===== src/rtl/fetch_unit_if.sv =====
// Bus between the fetch unit, the instruction memory and the IF/ID stage.
// master: the fetch unit side; slave: the memory / pipeline side.
interface fetch_unit_if #(
  parameter int AW = 8,
  parameter int DW = 32
);
  logic          stall;
  logic          redirect;
  logic [AW-1:0] redirect_pc;
  logic [AW-1:0] imem_addr;
  logic [DW-1:0] imem_inst;
  logic [DW-1:0] if_inst;
  logic [AW-1:0] if_pc;
  logic          if_valid;

  modport master (
    input  stall, redirect, redirect_pc, imem_inst,
    output imem_addr, if_inst, if_pc, if_valid
  );

  modport slave (
    output stall, redirect, redirect_pc, imem_inst,
    input  imem_addr, if_inst, if_pc, if_valid
  );
endinterface


===== src/rtl/fetch_unit.sv =====
// Instruction-fetch initiator for a synchronous (1-cycle read latency)
// instruction memory. Tracks which PC the returned word belongs to, holds
// the instruction on stall by replaying the address, and redirects with no
// bubble by steering the memory address combinationally.
// Optional macro FETCH_PERF_EN adds handoff and redirect counters.
module fetch_unit #(
  parameter int            AW       = 8,
  parameter int            DW       = 32,
  parameter logic [AW-1:0] RESET_PC = '0
) (
  input  logic          clk,
  input  logic          rst,
  fetch_unit_if.master  bus
`ifdef FETCH_PERF_EN
  ,
  output logic [31:0]   fetch_count,
  output logic [15:0]   redirect_count
`endif
);

  logic [AW-1:0] pc;
  logic [AW-1:0] pend_pc;
  logic          pend_valid;
  logic [AW-1:0] addr_sel;

  // Choose the memory address: redirect target, replayed PC on stall, else sequential PC.
  always_comb begin
    addr_sel = pc;
    if (rst) begin
      addr_sel = RESET_PC;
    end else if (bus.redirect) begin
      addr_sel = bus.redirect_pc;
    end else if (bus.stall && pend_valid) begin
      addr_sel = pend_pc;
    end
  end

  assign bus.imem_addr = addr_sel;
  assign bus.if_valid  = pend_valid;
  assign bus.if_pc     = pend_pc;
  assign bus.if_inst   = pend_valid ? bus.imem_inst : '0;

  // Track the sequential PC and the PC whose word the memory returns next cycle.
  always_ff @(posedge clk or posedge rst) begin
    if (rst) begin
      pc         <= RESET_PC;
      pend_pc    <= '0;
      pend_valid <= 1'b0;
    end else if (bus.redirect) begin
      pend_pc    <= bus.redirect_pc;
      pend_valid <= 1'b1;
      pc         <= bus.redirect_pc + 1'b1;
    end else if (!bus.stall) begin
      pend_pc    <= pc;
      pend_valid <= 1'b1;
      pc         <= pc + 1'b1;
    end
  end

`ifdef FETCH_PERF_EN
  logic handoff;
  assign handoff = pend_valid && !bus.stall && !bus.redirect;

  // Count instructions handed to decode and taken redirects.
  always_ff @(posedge clk or posedge rst) begin
    if (rst) begin
      fetch_count    <= '0;
      redirect_count <= '0;
    end else begin
      if (handoff) begin
        fetch_count <= fetch_count + 32'd1;
      end
      if (bus.redirect) begin
        redirect_count <= redirect_count + 16'd1;
      end
    end
  end
`endif

endmodule


===== src/flat_wrapper.sv =====
// flat-port wrapper written by rule: the top's interface ports become plain ports
module fetch_unit_flat 
#(
  parameter int            AW       = 8,
  parameter int            DW       = 32,
  parameter logic [AW-1:0] RESET_PC = '0
)
  (clk, rst, bus_stall, bus_redirect, bus_redirect_pc, bus_imem_inst, bus_imem_addr, bus_if_inst, bus_if_pc, bus_if_valid);
  fetch_unit_if #(.AW(AW), .DW(DW)) bus_i ();
  input  logic clk;
  input  logic rst;
  input wire logic [$bits(bus_i.stall)-1:0] bus_stall;
  input wire logic [$bits(bus_i.redirect)-1:0] bus_redirect;
  input wire logic [$bits(bus_i.redirect_pc)-1:0] bus_redirect_pc;
  input wire logic [$bits(bus_i.imem_inst)-1:0] bus_imem_inst;
  output wire logic [$bits(bus_i.imem_addr)-1:0] bus_imem_addr;
  output wire logic [$bits(bus_i.if_inst)-1:0] bus_if_inst;
  output wire logic [$bits(bus_i.if_pc)-1:0] bus_if_pc;
  output wire logic [$bits(bus_i.if_valid)-1:0] bus_if_valid;
  assign bus_i.stall = bus_stall;
  assign bus_i.redirect = bus_redirect;
  assign bus_i.redirect_pc = bus_redirect_pc;
  assign bus_i.imem_inst = bus_imem_inst;
  assign bus_imem_addr = bus_i.imem_addr;
  assign bus_if_inst = bus_i.if_inst;
  assign bus_if_pc = bus_i.if_pc;
  assign bus_if_valid = bus_i.if_valid;
  fetch_unit #(.AW(AW), .DW(DW), .RESET_PC(RESET_PC)) u_core (.clk(clk), .rst(rst), .bus(bus_i));
endmodule

===== config.mk =====
export PLATFORM = sky130hd
export DESIGN_NAME = fetch_unit_flat
export DESIGN_NICKNAME = d
export VERILOG_FILES = /design/src/rtl/fetch_unit_if.sv /design/src/rtl/fetch_unit.sv /design/src/flat_wrapper.sv
export SDC_FILE = /design/constraint.sdc
export NUM_CORES = 1
export LEC_CHECK = 0
export ABC_CLOCK_PERIOD_IN_PS = 1700
export CORE_MARGIN = 2
export CORE_UTILIZATION = 36
export CTS_CLUSTER_SIZE = 14
export DETAILED_ROUTE_END_ITERATION = 8
export PLACE_DENSITY = 0.81
export SYNTH_ARGS = -nofsm -noshare
export SYNTH_HDL_FRONTEND = slang
export SYNTH_SLANG_ARGS = --single-unit

===== constraint.sdc =====
create_clock -name clk -period 1.7 [get_ports clk]
set_clock_uncertainty 0.1 [all_clocks]
set_input_delay 0.17 -clock clk [delete_from_list [all_inputs] [get_ports clk]]
set_output_delay 0.17 -clock clk [all_outputs]
set_load 0.02 [all_outputs]

==> results.md, run 1 <==
- Sequential share of the synthesized area: 0.306
- Stages on worst setup path: 5
- Final ANT Viol Nets: 0
- Syn Inst Count: 167
- # IOs: 93
- Pwr Total: 1.61 mW
- Initial antenna violation count: 0
- Sequential cell area: 427 sq um
- GPL Wtd Cong: 0.841
- Max_cap viols: 0
- Area occupied by multi-input gates: 978 sq um
- Fin nets: 333
- Reg2Reg Depth: 6
- Drt pass-1 iters: 4
- DRC Markers: 0
- Vias in the first global route: 1524
- Total die area: 4370 sq um
- Met2 WL: 2310 um
- Die Y: 66.1 um
- Final Setup Violations: 1
- Core ar.: 3690 sq um
- WP data required: 1.43 ns
- FFs w/ async S/R, synth: 1.00
- Fin. Hold Viols: 0
- Status: complete, but fails checks
- Post-Route M1 WL: 1940 um
- Worst hold margin: 0.161 ns
- Signal arrival time at the worst endpoint: 1.46 ns
- Clock buffer depth: 2
- CP Launch Type: flop
- Seq cells post-synth: 17
- Post-layout util: 0.739
- Mapped Area: 1390 sq um
- Num rows: 22
- Worst slew pin tran: 0.228 ns
- Iteration-0 DRC Markers: 57
- Largest net degree at the start of global routing: 23
- Post-CTS Hold Fix Bufs: 0
- RSZ-0062 raised after global routing: true
- Reg2Reg Launch Point: u_core.pc[0]
- Crit path cell chain: buf_6 > and3_1 > a211oi_2 > nor3_1 > buf_2
- Placed inst area: 2580 sq um
- Htree depth: 1
- Primary FF master, synth: dfrtp_1
- Slowest cell on crit path: dfrtp_2
- Syn nets: 212
- Delay of the slowest critical-path stage: 0.44 ns
- GRT Total Usage: 0.209
- P per Cell Area: 591 nW/um^2
- First-pass GRT wire length: 7090 um
- CTS tree: done
- Final period util: 1.02
- Share of layout cells above drive strength 1: 0.328
- Netlist cell types: 32
- Crit path buf inv count: 2
- RR Endpoint: u_core.pc[6]
- GRT overflow: 0
- CTS buffer count: 3
- Sink Count: 17
- Rel. slew slack: 0.845
- Diode count: 0
- Synth warnings: 0
- Worst hold-check path type: in2async
- Pins Over Slew Limit: 0
- DR WL met3: 331 um
- WL per Instance: 13.8 um
- Setup crit end kind: output pin
- Initial core utilization: 0.377
- Worst reg2reg setup slack: 0.10 ns
- Clock-pin slew on the worst setup and hold paths: 0.07 ns
- Routed wire length: 4640 um
- Crit path kind: reg2out
- F_max: 0.579 GHz
- Max VDD drop: 0.460 mV
- Die width: 66.1 um
- Failing checks: negative setup slack
- Fillers: 280
- Drt via density: 4.84
- Top delay family on crit path: flip-flops
- Hpwl dp: 3350 um
- Critical Path Fanout Max: 5
- PortBufs: 92
- Post-synth EDFFs: 0
- Crit path time final: 1.73 ns
- Setup ws final: -0.0263 ns
- Routed vias: 1620
- DR top layer: met4
- P&R area growth vs syn: 96.4%
- Leakage: 1.17 nW
- Clk_lat worst skew: 0.26 ns
- Mean Syn Cell Area: 8.32 sq um
- Root Buffer: clkbuf_8
- Final instance area: 2730 sq um
## cell usage after synthesis (3+ instances only)
cell type   n  area (sq um)
and2_1     33           206
a21oi_1     6          30.0
o21ai_0     3          15.0
nor2_1     12          45.0
buf_2       4          20.0
dfrtp_1    17           425
clkbuf_1    7          26.3
and3_1      7          43.8
nor2b_1    12          75.1
mux2i_1     5          50.1
xnor2_1     6          52.6
nand3_1     5          25.0
a211oi_1   11          82.6
nor3_1      6          30.0
nand2_1     8          30.0
xor2_1      6          52.6
mux2_1      3          33.8
## through the flow
stage	setup TNS, ns	setup WS [ns]	std cells
after floorplan	0	0.137	167
after global placement	-6.34	-0.445	330
after detailed placement	-6.05	-0.441	330
after CTS	0	0.00164	335
after global routing	-0.144	-0.0549	335
final	-0.0263	-0.0263	335
## layout make-up
| class | instances | share of cell area |
|---|---|---|
| repair buffers | 128 | 0.445 |
| multi-input cells | 137 | 0.359 |
| flip-flops and latches | 17 | 0.156 |
| well taps | 48 | 0.0220 |
| clock buffers | 4 | 0.0165 |
| inverters | 1 | 0.00138 |
## cells by family after synthesis
| logic type | synth area share |
|---|---|
| AND/OR/NAND/NOR | 0.368 |
| flip-flops | 0.306 |
| buffers and inverters | 0.0441 |
| multiplexers | 0.0766 |
| XOR/XNOR | 0.0757 |
| AO/OA/AOI/OAI | 0.120 |
| adder cells (fa/ha/maj) | 0.00901 |
## power breakdown
group	total [mW]	switching (mW)	internal, mW
sequential	0.537	0.0695	0.468
clock	0.312	0.146	0.167
combinational	0.761	0.343	0.418
total	1.61	0.558	1.05
## worst min-delay path, stage by stage
cell	delay, ns
clkdlybuf4s50_1	0.41
buf_4	0.19
inv_1	0.09
## registers in the layout, summed over array words and instances, names as in the netlist
| register | cells |
|---|---|
| u_core.pc | 8 |
| u_core.bus.if_pc | 8 |
| u_core.bus.if_valid | 1 |
## metal layers
| layer | GRT usage | vias to the layer above |
|---|---|---|
| met3 | 0.0579 | 8 |
| met2 | 0.363 | 76 |
| li1 | - | 803 |
| met4 | 0.0510 | 0 |
| met1 | 0.254 | 733 |
| met5 | 0 | - |
## worst max path at each step
stage,from,end,slack [ns]
detailed placement,bus_stall,bus_imem_addr[1],-0.44
finish,u_core.bus.if_valid,bus_imem_addr[0],-0.03
global placement,bus_stall,bus_imem_addr[6],-0.44
CTS,u_core.bus.if_valid,bus_if_inst[23],0.002
floorplan,u_core.bus.if_valid,bus_imem_addr[4],0.14
global route,u_core.bus.if_valid,bus_imem_addr[0],-0.05
## cell usage in the layout, fill, tap and decap left out, types with 5 or more instances in the layout
cell and instances:
nand2_1 6, nor2b_1 12, clkdlybuf4s50_1 50, and3_1 6, buf_4 34, nor2_1 12, xor2_1 6, a211oi_2 6
buf_2 6, and2_1 33, clkdlybuf4s15_2 20, nand3_1 5, a211oi_1 5, dlygate4sd2_1 11, xnor2_1 6, dfrtp_1 16
## what timing repair did
| action | CTS | global route |
|---|---|---|
| setup buffers | 0 | 0 |
| cloned | 1 | 0 |
| setup endpoints to repair | 45 | 32 |
| hold endpoints to repair | 0 | 0 |
| gates resized for setup | 122 | 22 |
| pin swaps | 0 | 11 |
No activity file was read; power rests on OpenSTA's default activity.
==> inputs of run 2 (changes only) <==
Settings changed: SKIP_CTS_REPAIR_TIMING set to 1.
==> run 2 against run 1 <==
The flow still finishes with violations (negative setup slack). Clock power grew 1%. Highest routed layer unchanged. Global-route usage fell by 1.7 points. Non-clock buffer count is the same. Clock-buffer cell count is the same. Cell area is 4.4% lower. Flip-flop and latch count stayed put. Total power fell by 2.1%. Critical path type unchanged. Critical path depth increased by 2.
==> results.md, run 2 (synthesis gave the netlist of run 1 again) <==
- Status: complete, but fails checks
- Failing checks: negative setup slack
- RSZ-0062 raised after global routing: true
- GRT Total Usage: 0.192 (-0.0168)
- Vias in the first global route: 1440 (-5.5%)
- # IOs: 93 (unchanged)
- Signal arrival time at the worst endpoint: 1.43 ns (-0.03 ns)
- Final instance area: 2610 sq um (-4.4%)
- Crit path kind: reg2out
- Rel. slew slack: 0.829 (-0.0158)
- Hpwl dp: 3350 um (unchanged)
- Root Buffer: clkbuf_8
- Placed inst area: 2580 sq um (unchanged)
- P&R area growth vs syn: 87.7%
- TNS Setup: -0.00633 ns (+0.0199 ns)
- Share of layout cells above drive strength 1: 0.303 (-0.0244)
- NetSw: 545 uW (-2.5%)
- Max VDD drop: 0.572 mV (+24%)
- WL per Instance: 13.1 um (-5.6%)
- Final Setup Violations: 2 (+1)
- F_max: 0.587 GHz (+1.3%)
- Crit path time final: 1.70 ns (-0.0219 ns)
- Worst reg2reg setup slack: 0.13 ns (+0.03 ns)
- Diode count: 0 (unchanged)
- CTS buffer count: 3 (unchanged)
- WP data required: 1.43 ns (about the same)
- Core ar.: 3690 sq um (unchanged)
- Leakage: 1.23 nW (+5.6%)
- Internal power: 1.03 mW (-1.8%)
- Clock power share: 0.200 (+0.006)
- Htree depth: 1 (unchanged)
- Logic pwr share: 0.464 (-0.008)
- CP startpoint: u_core.bus.if_valid
- Final period util: 1.00 (-0.0129)
- Routed vias: 1589 (-1.9%)
- Die Y: 66.1 um (unchanged)
- Area occupied by multi-input gates: 960 sq um (-1.9%)
- DR WL met3: 329 um (-0.60%)
- Reg2Reg Depth: 6 (unchanged)
- Die width: 66.1 um (unchanged)
- Setup ws final: -0.00433 ns (+0.0219 ns)
- GRT overflow: 0 (unchanged)
- Num rows: 22 (unchanged)
- Total die area: 4370 sq um (unchanged)
- DRC Markers: 0 (unchanged)
- Sink Count: 17 (unchanged)
- GPL Wtd Cong: 0.841 (unchanged)
- Fillers: 305 (+8.9%)
- Clock buffer depth: 2 (unchanged)
- Largest net degree at the start of global routing: 26 (+13%)
- Part of the power in registers: 0.335 (about the same)
- DR top layer: met4
- Setup crit end kind: output pin
- Reg2Reg Launch Point: u_core.pc[0]
- Routed wire length: 4380 um (-5.6%)
- Worst slew pin tran: 0.255 ns (+0.0278 ns)
- Initial antenna violation count: 0 (unchanged)
- RR Endpoint: u_core.pc[6]
- Drt via density: 4.74 (-1.9%)
- Most common cell after layout, fill and taps aside: clkdlybuf4s50_1
- Fin nets: 333 (unchanged)
- Most frequent cells in the layout: 49 x clkdlybuf4s50_1, 35 x buf_4, 33 x and2_1, 22 x clkbuf_2, 17 x dfrtp_1
- Clk_lat worst skew: 0.26 ns (about the same)
- Fin. Hold Viols: 0 (unchanged)
- PortBufs: 92 (unchanged)
- Setup crit end: bus_imem_addr[1]
- Post-Route M1 WL: 1750 um (-9.6%)
- First-pass GRT wire length: 6580 um (-7.1%)
- Initial core utilization: 0.377 (unchanged)
- CTS tree: done
- Met2 WL: 2230 um (-3.7%)
- Max_cap viols: 0 (unchanged)
- Drt pass-1 iters: 4 (unchanged)
- Worst hold margin: 0.152 ns (-0.00876 ns)
- Sequential cell area: 425 sq um (-0.29%)
- Worst hold-check path type: in2async
- Final ANT Viol Nets: 0 (unchanged)
- Post-layout util: 0.707 (-0.0329)
- Clock-pin slew on the worst setup and hold paths: 0.07 ns (about the same)
- Sw Ratio: 0.345 (-0.00141)
- Pins Over Slew Limit: 0 (unchanged)
- Critical Path Fanout Max: 6 (+1)
- CP Launch Type: flop
- Iteration-0 DRC Markers: 24 (-58%)
- P per Cell Area: 606 nW/um^2 (+2.5%)
## run 2: cell types whose count changed in the layout (fill, tap and decap cells not counted), moves of 2 or more
cell,delta
clkbuf_2,+22
nand2_1,+2
dlymetal6s2s_1,+13
dlygate4sd2_1,-11
buf_6,-2
clkdlybuf4s15_2,-20
a21oi_1,+2
buf_8,-2
a21oi_2,-2
## run 2: worst min path at each step
stage	startpoint	slack, ns	to	cells past startpoint
after floorplan	rst	0.22	u_core.bus.if_pc[0]	2
after global placement	u_core.pc[1]	0.41	u_core.pc[1]	1
after detailed placement	u_core.bus.if_pc[0]	0.42	u_core.bus.if_pc[0]	1
final	rst	0.15	u_core.bus.if_pc[2]	3
after CTS	rst	0.16	u_core.bus.if_pc[2]	3
after global routing	rst	0.17	u_core.bus.if_pc[2]	3
## run 2: worst max-delay path, stage by stage, from the launching register on
cell and delay [ns]:
dfrtp_1 0.41, nand2_1 0.11, buf_6 0.14, nand2_1 0.07, a21oi_1 0.15, a21oi_1 0.06, nor2_1 0.09, buf_4 0.15
## run 2: through the flow
stage | power (mW) | setup WS [ns] | std cells
floorplan | 0.884 | 0.137 | 167
CTS | 1.59 | -0.455 | 334
global route | 1.67 | -0.0906 | 335
global placement | 1.26 | -0.445 | 330
detailed placement | 1.27 | -0.441 | 330
finish | 1.58 | -0.00433 | 335
## run 2: routing by layer
| metal | vias to the layer above | GRT usage |
|---|---|---|
| met4 | 0 | 0.0459 |
| li1 | 799 | - |
| met5 | - | 0 |
| met3 | 7 | 0.0545 |
| met2 | 68 | 0.323 |
| met1 | 715 | 0.243 |
## run 2: final cells by class
class                      instances  share of cell area
sequential                        17               0.163
tap                               48              0.0230
clock buffer                       4              0.0173
timing repair buffer             128               0.427
inverter                           1             0.00144
multi-input combinational        137               0.368
## run 2: power groups by stage
stage	Combinational (mW)	Sequential, mW	Clock [mW]
5_1_grt	0.794	0.539	0.333
2_1_floorplan	0.331	0.554	0
3_3_place_gp	0.732	0.529	0
3_5_place_dp	0.740	0.531	0
6_report	0.733	0.529	0.316
4_1_cts	0.744	0.524	0.318
==> inputs of run 3 (changes only) <==
--- a/constraint.sdc
+++ b/constraint.sdc
@@ -4,2 +4,2 @@
 set_output_delay 0.17 -clock clk [all_outputs]
-set_load 0.02 [all_outputs]
+set_load 0.05 [all_outputs]
==> run 3 against run 2 <==
The run still ends with negative setup slack left. Global-route usage up 4.0 points. Setup slack worse by 0.065 ns. Largest cell class unchanged. Register-to-register slack worse by 0.03 ns. Highest routed layer unchanged. Largest power group unchanged.
==> results.md, run 3 (synthesis gave the netlist of run 1 again) <==
- Clk_lat worst skew: 0.25 ns (about the same)
- Clock buffer depth: 2 (unchanged)
- Diode count: 0 (unchanged)
- First-pass GRT wire length: 7730 um (+18%)
- Critical Path Fanout Max: 6 (unchanged)
- GR met2 Demand/Resource: 0.433 (+0.110)
- Crit path kind: reg2out
- GPL Wtd Cong: 0.839 (-0.21%)
- Most frequent cells in the layout: 41 x clkdlybuf4s50_1, 36 x buf_12, 33 x and2_1, 29 x buf_4, 16 x dfrtp_1
- P&R area growth vs syn: 124%
- WL per Instance: 16.6 um (+27%)
- Final period util: 1.04 (+0.0380)
- Setup ws final: -0.0690 ns (-0.0646 ns)
- Initial antenna violation count: 0 (unchanged)
- Sink Count: 17 (unchanged)
- CTS buffer count: 3 (unchanged)
- Dpl cells: 317 (-3.9%)
- Status: complete, but fails checks
- Iteration-0 DRC Markers: 77 (+220%)
- Post-layout util: 0.842 (+0.135)
- Core ar.: 3690 sq um (unchanged)
- Largest net degree at the start of global routing: 33 (+27%)
- Routed vias: 1659 (+4.4%)
- Crit path time final: 1.77 ns (+0.0646 ns)
- Max VDD drop: 0.529 mV (-7.5%)
- Worst slack, placed: -0.293 ns (+0.148 ns)
- Most common cell after layout, fill and taps aside: clkdlybuf4s50_1
- # IOs: 93 (unchanged)
- Initial core utilization: 0.377 (unchanged)
- Drt via density: 5.09 (+7.3%)
- Worst hold-check path type: in2async
- Final Setup Violations: 6 (+4)
- Clock-pin slew on the worst setup and hold paths: 0.07 ns (about the same)
- Root Buffer: clkbuf_8
- P per Cell Area: 640 nW/um^2 (+5.7%)
- Die width: 66.1 um (unchanged)
- Fin. Hold Viols: 0 (unchanged)
- GRT Total Usage: 0.232 (+0.0397)
- TNS Setup: -0.249 ns (-0.243 ns)
- Share of layout cells above drive strength 1: 0.403 (+0.0997)
- Worst slew pin tran: 0.349 ns (+0.0937 ns)
- Die Y: 66.1 um (unchanged)
- Vias in the first global route: 1579 (+9.7%)
- GR met3 Demand/Resource: 0.0596 (+0.00511)
- RSZ-0062 raised after global routing: true
- F_max: 0.565 GHz (-3.7%)
- Global routing's busiest layer: met2
- Drt pass-1 iters: 4 (unchanged)
- PortBufs: 92 (unchanged)
- Fin nets: 324 (-2.7%)
- WP data required: 1.43 ns (about the same)
- Routing usage on met1: 0.255 (+0.0121)
- Leakage: 1.32 nW (+7.0%)
- Failing checks: negative setup slack
- Hpwl dp: 3890 um (+16%)
- Pins Over Slew Limit: 0 (unchanged)
- Num rows: 22 (unchanged)
- Post-Layout Cell Count: 326 (-2.7%)
- Htree depth: 1 (unchanged)
- Total die area: 4370 sq um (unchanged)
- Setup crit end kind: output pin
- Routed wire length: 5430 um (+24%)
- CTS tree: done
- CP Launch Type: flop
- Max_cap viols: 0 (unchanged)
- Rel. slew slack: 0.767 (-0.0626)
- GRT overflow: 0 (unchanged)
- Final ANT Viol Nets: 0 (unchanged)
- DRC Markers: 0 (unchanged)
- Signal arrival time at the worst endpoint: 1.50 ns (+0.07 ns)
-- run 3: critical path: stages, from the launching register on --
cell and delay (ns):
dfrtp_2 0.44, buf_6 0.15, and3_4 0.16, a211oi_2 0.16
buf_4 0.15, nor3_4 0.03, buf_6 0.15
-- run 3: worst paths after layout --
check,start,end,slack [ns],cells past startpoint
max,u_core.bus.if_valid,bus_imem_addr[2],-0.07,6
max in group asynchronous,rst,u_core.bus.if_valid,0.98,4
min in group clk,bus_redirect,u_core.pc[7],0.35,3
min,rst,u_core.bus.if_pc[3],0.33,4
max reg2reg,u_core.pc[1],u_core.pc[6],0.10,6
min reg2reg,u_core.bus.if_pc[0],u_core.bus.if_pc[0],0.46,1
-- run 3: cell type report --
class	instances	area (sq um)
clock buffers	4	45.0
fillers	197	583
inverters	1	3.75
multi-input cells	137	1070
flip-flops and latches	17	427
well taps	48	60.1
repair buffers	119	1500
-- run 3: power breakdown --
part / switching (mW) / leakage [nW] / internal, mW / total, mW
clock: 0.145 / 0.0228 / 0.166 / 0.312
combinational: 0.598 / 1.10 / 0.537 / 1.14
sequential: 0.0720 / 0.194 / 0.468 / 0.540
total: 0.815 / 1.32 / 1.17 / 1.99
-- run 3: metrics by stage --
step                area [sq um]  power, mW  hold WS (ns)
floorplan                   1480       1.10         0.251
global placement            2860       1.57         0.432
detailed placement          2860       1.58         0.433
CTS                         2910       1.89         0.339
global route                3110       2.08         0.364
finish                      3110       1.99         0.334
-- run 3: routing by layer --
layer	wire [um]	vias to the layer above
met5	0	-
met4	28	0
met3	553	4
met2	2960	96
met1	1890	774
li1	-	785
